$ cat config.mk
export PLATFORM = sky130hd
export DESIGN_NAME = sync_chain_x
export DESIGN_NICKNAME = d
export VERILOG_FILES = /design/src/rtl/sync_chain_x.sv
export SDC_FILE = /design/constraint.sdc
export NUM_CORES = 1
export LEC_CHECK = 0
export CAP_MARGIN = 20
export CORE_UTILIZATION = 35
export CTS_CLUSTER_DIAMETER = 30
export CTS_CLUSTER_SIZE = 16
export DETAILED_ROUTE_END_ITERATION = 10
export GPL_ROUTABILITY_DRIVEN = 0
export PLACE_DENSITY = 0.82
export REMOVE_ABC_BUFFERS = 1
export SYNTH_ARGS = -nofsm -noshare
export SYNTH_HDL_FRONTEND = slang
export SYNTH_SLANG_ARGS = --single-unit
$ cat constraint.sdc
create_clock -name CK -period 1.08 [get_ports CK]
set_input_delay 0.27 -clock CK [delete_from_list [all_inputs] [get_ports CK]]
set_output_delay 0.27 -clock CK [all_outputs]
set_load 0.02 [all_outputs]
$ cat src/rtl/sync_chain_x.sv
// Behavioural multi-stage synchroniser with injected metastability: violating
// captures randomise changing bits, and a flag tracks metastability down the chain.
// Optional statistics counters (VCNT/ECNT) are built only when SYNC_CHAIN_X_STATS_EN is defined.
module sync_chain_x #(
    parameter int WIDTH  = 4,
    parameter int STAGES = 2,
    parameter int CNT_W  = 16
) (
    input  logic             CK,
    input  logic             RS,
    input  logic [WIDTH-1:0] D,
    input  logic             V,
    input  logic [WIDTH-1:0] rD,
    input  logic             rV,
    output logic [WIDTH-1:0] Q,
    output logic [WIDTH-1:0] T,
    output logic             M,
    output logic [CNT_W-1:0] VCNT,
    output logic [CNT_W-1:0] ECNT
);

    logic [STAGES-1:0][WIDTH-1:0] s_q;
    logic [STAGES-1:0]            m_q;
    logic [WIDTH-1:0]             t_q;

    logic [WIDTH-1:0] chg;
    logic [WIDTH-1:0] s0_d;
    logic             m0_d;
    logic             viol_eff;
    logic             escape;

    // NOTE: every signal driven here gets a default first, so no path can infer a latch.
    always_comb begin
        chg      = D ^ s_q[0];
        viol_eff = V && (chg != '0);
        s0_d     = D;
        if (V) begin
            s0_d = (D & ~chg) | (rD & chg);
        end
        m0_d   = viol_eff && rV;
        escape = m_q[STAGES-2] && rV;
    end

    // NOTE: sequential state uses non-blocking assignments so all stages shift on the same edge.
    always_ff @(posedge CK or negedge RS) begin
        if (!RS) begin
            s_q <= '0;
            m_q <= '0;
            t_q <= '0;
        end else begin
            s_q[0] <= s0_d;
            m_q[0] <= m0_d;
            for (int k = 1; k < STAGES; k++) begin
                s_q[k] <= s_q[k-1];
                m_q[k] <= m_q[k-1] && rV;
            end
            t_q <= s_q[STAGES-2] ^ s_q[STAGES-1];
        end
    end

    assign Q = s_q[STAGES-1];
    assign T = t_q;
    assign M = m_q[STAGES-1];

`ifdef SYNC_CHAIN_X_STATS_EN
    logic [CNT_W-1:0] vcnt_q, vcnt_d;
    logic [CNT_W-1:0] ecnt_q, ecnt_d;

    // Both counters hold at all-ones instead of wrapping.
    always_comb begin
        vcnt_d = vcnt_q;
        ecnt_d = ecnt_q;
        if (viol_eff && (vcnt_q != '1)) begin
            vcnt_d = vcnt_q + CNT_W'(1);
        end
        if (escape && (ecnt_q != '1)) begin
            ecnt_d = ecnt_q + CNT_W'(1);
        end
    end

    always_ff @(posedge CK or negedge RS) begin
        if (!RS) begin
            vcnt_q <= '0;
            ecnt_q <= '0;
        end else begin
            vcnt_q <= vcnt_d;
            ecnt_q <= ecnt_d;
        end
    end

    assign VCNT = vcnt_q;
    assign ECNT = ecnt_q;
`else
    logic unused_stats;
    assign unused_stats = escape;
    assign VCNT         = '0;
    assign ECNT         = '0;
`endif

endmodule

==> reports/qor.csv <==
stage,metric,value,unit
synthesis,yosys.area_share.simple,0.0436,
clock_tree,cts_sinks,14,
timing,drv_slew,0,
power_and_ir_drop,power_density,1370,mW/mm²
finish,stdcell_count,128,
clock_tree,cts_tree,done,
job,cap_violations,0,
synthesis,synth_compound_area_frac,0.0919,
critical_path,cp_slowest_stage_delay,0.40,ns
critical_path,cp.required,0.81,ns
timing,period_share,0.986,
synthesis,synthAdderAreaFrac,0,
floorplanning,io_pins,53,
grt,grt_pass1_wl,1710,µm
critical_path,start_kind,flip-flop,
finish,area_delta_synth_final,18.5,%
timing,hold_viol_final,0,
placed_design,pre_cts_ws,-0.313,ns
finish,final_layout_size_suffix_gt1_frac,0.208,
timing,fin_skew,0.000511,ns
finish,fill_cells,194,
timing,fin_ws,0.0156,ns
clock_tree,numCtsBuffers,3,
grt,grt_overflow,0,
floorplanning,num_rows,16,
critical_path,worst-endpoint-arrival,0.79,ns
critical_path,cp_num_buf_inv,1,
clock_tree,cts.clk_slew.worst_paths,0.07,ns
synthesis,synthXorXnorAreaFrac,0.0872,
grt,grt_util_all_layers,0.0914,
power_and_ir_drop,peakVddDrop,0.559,mV
drt,vias_per_cell,3.69,
timing,finalSetupViolations,0,
drt,first_iter_violations,1,
critical_path,crit_chain,buf_6,
drt,vias,472,
finish,finish.utilization,0.462,
power_and_ir_drop,p_leak,0.490,nW
timing,min_period,1.06,ns
critical_path,end_kind,output pin,
synthesis,synth.avg_cell_area,10.9,µm²
clock_tree,htreeDepth,1,
drt,finalWirelength,1110,µm
synthesis,syn-instance-count,74,
finish,multi_input_area,299,µm²
finish,final-seq-area,350,µm²
floorplanning,die_area,0.00249,mm²
grt,grt_pass1_vias,438,
synthesis,syn_area,803,µm²
synthesis,synth_cell_type_count,11,
finish,final_cell_mix,"conb_1 (32), dfrtp_1 (14), clkdlybuf4s50_1 (10)",
drt,antenna_left,0,
floorplanning,dieWidth,49.9,µm
run_status,status,"finished, final reports clean",
finish,num_antenna_cells,0,
synthesis,synth_top_family_by_area,buffers and inverters,
critical_path,crit_type,reg -> out,
clock_tree,clock_latency,0.26,ns
drt,drc_errors,0,
placed_design,dp.cells,121,
synthesis,synthMuxAreaShare,0,
drt,wl_per_cell,8.69,µm
floorplanning,die_h,49.9,µm
synthesis,seq_area_frac_synth,0.436,
timing,rsz0062_at_grt,true,
placed_design,hpwl,905,µm
critical_path,cp_max_fo,2,
critical_path,slowest_stage,dfrtp_1,
clock_tree,clockBufferDepth,2,
grt,grt_max_degree,15,
floorplanning,core_area,0.00206,mm²
clock_tree,cts_root_buf,clkbuf_4,
finish,final_common_cell,conb_1,
floorplanning,start_util,0.390,
critical_path,path_delay_family,flip-flops,
synthesis,ys_ff_latch,14,
finish,layout.nets,115,
placed_design,place.port_buffers,20,
worst_hold_path,hold_path_class,in -> async,
grt,antenna_found_initial,0,
timing,max_freq,939,MHz
drt,firstDrtPassIters,3,
synthesis,yosys_warnings,0,
## final cells by class
type                       instances  area share
timing repair buffer              29       0.259
sequential                        14       0.368
tap                               27      0.0355
multi-input combinational         55       0.314
clock buffer                       3      0.0237
## worst paths after layout
| check | from | endpoint | slack, ns | cells after the start |
|---|---|---|---|---|
| max reg2reg | Q[3]$_DFF_PN0_ | T[3]$_DFF_PN0_ | 0.16 | 3 |
| max in group asynchronous | RS | Q[0]$_DFF_PN0_ | 0.61 | 2 |
| min | RS | Q[3]$_DFF_PN0_ | 0.31 | 2 |
| max | Q[1]$_DFF_PN0_ | Q[1] | 0.02 | 1 |
| min reg2reg | m_q[0]$_DFF_PN0_ | m_q[1]$_DFF_PN0_ | 0.46 | 1 |
| min in group CK | m_q[0]$_DFF_PN0_ | m_q[1]$_DFF_PN0_ | 0.46 | 1 |
## flip-flops by register name, indices dropped and copies added (netlist names)
signal / count
Q: 4
T: 4
m_q: 2
s_q: 4
## stage by stage
step / instance area (µm²) / setup TNS [ns] / hold slack (ns) / power, mW
floorplan: 649 / 0 / -0.0256 / 0.861
finish: 952 / 0 / 0.313 / 1.31
global route: 952 / -0.0283 / 0.328 / 1.37
detailed placement: 921 / -2.32 / 0.441 / 1.06
global placement: 921 / -2.09 / 0.439 / 1.05
CTS: 910 / -0.00284 / 0.313 / 1.29
## worst reg2reg max path: cells and delay by family, from the launching register on
family	cells	cell delay, ns
flops	1	0.39
xor+xnor	1	0.15
buf+inv	2	0.26
## metal layers
| layer | GRT usage | part of all wire | up-vias |
|---|---|---|---|
| met5 | 0 | 0 | - |
| met4 | 0.0571 | 0 | 0 |
| met3 | 0.0185 | 0.11 | 0 |
| met2 | 0.187 | 0.54 | 39 |
| met1 | 0.0765 | 0.35 | 209 |
| li1 | - | - | 224 |
## repair_timing
action	in CTS	in global routing
endpoints found under the setup margin	13	4
setup buffers	0	4
cloned	0	0
gates resized for setup	41	4
hold buffers	0	0
## cells by family (layout without fill, tap and decap cells)
kind of cell / count (synthesis) / in the layout
buffers and inverters: 36 / 32
DFF: 14 / 14
AOI/OAI and AO/OA: 9 / 9
xor gates and xnor gates: 8 / 8
and+or+nand+nor: 6 / 6
other: 1 / 32
## power by group
| part | switching, mW | internal, mW | total [mW] |
|---|---|---|---|
| logic | 0.240 | 0.172 | 0.412 |
| registers | 0.0402 | 0.589 | 0.630 |
| clock network | 0.137 | 0.129 | 0.266 |
| total | 0.417 | 0.890 | 1.31 |
## cells in the mapped netlist
cell | count | area [µm²]
buf_4 | 36 | 270
dfrtp_1 | 14 | 350
a21o_1 | 4 | 30.0
a22o_1 | 4 | 35.0
nand2b_1 | 4 | 25.0
xnor2_1 | 4 | 35.0
xor2_1 | 4 | 35.0
a41oi_1 | 1 | 8.76
and2_1 | 1 | 6.26
conb_1 | 1 | 3.75
nand2_1 | 1 | 3.75
(Power assumes the default switching activity.)
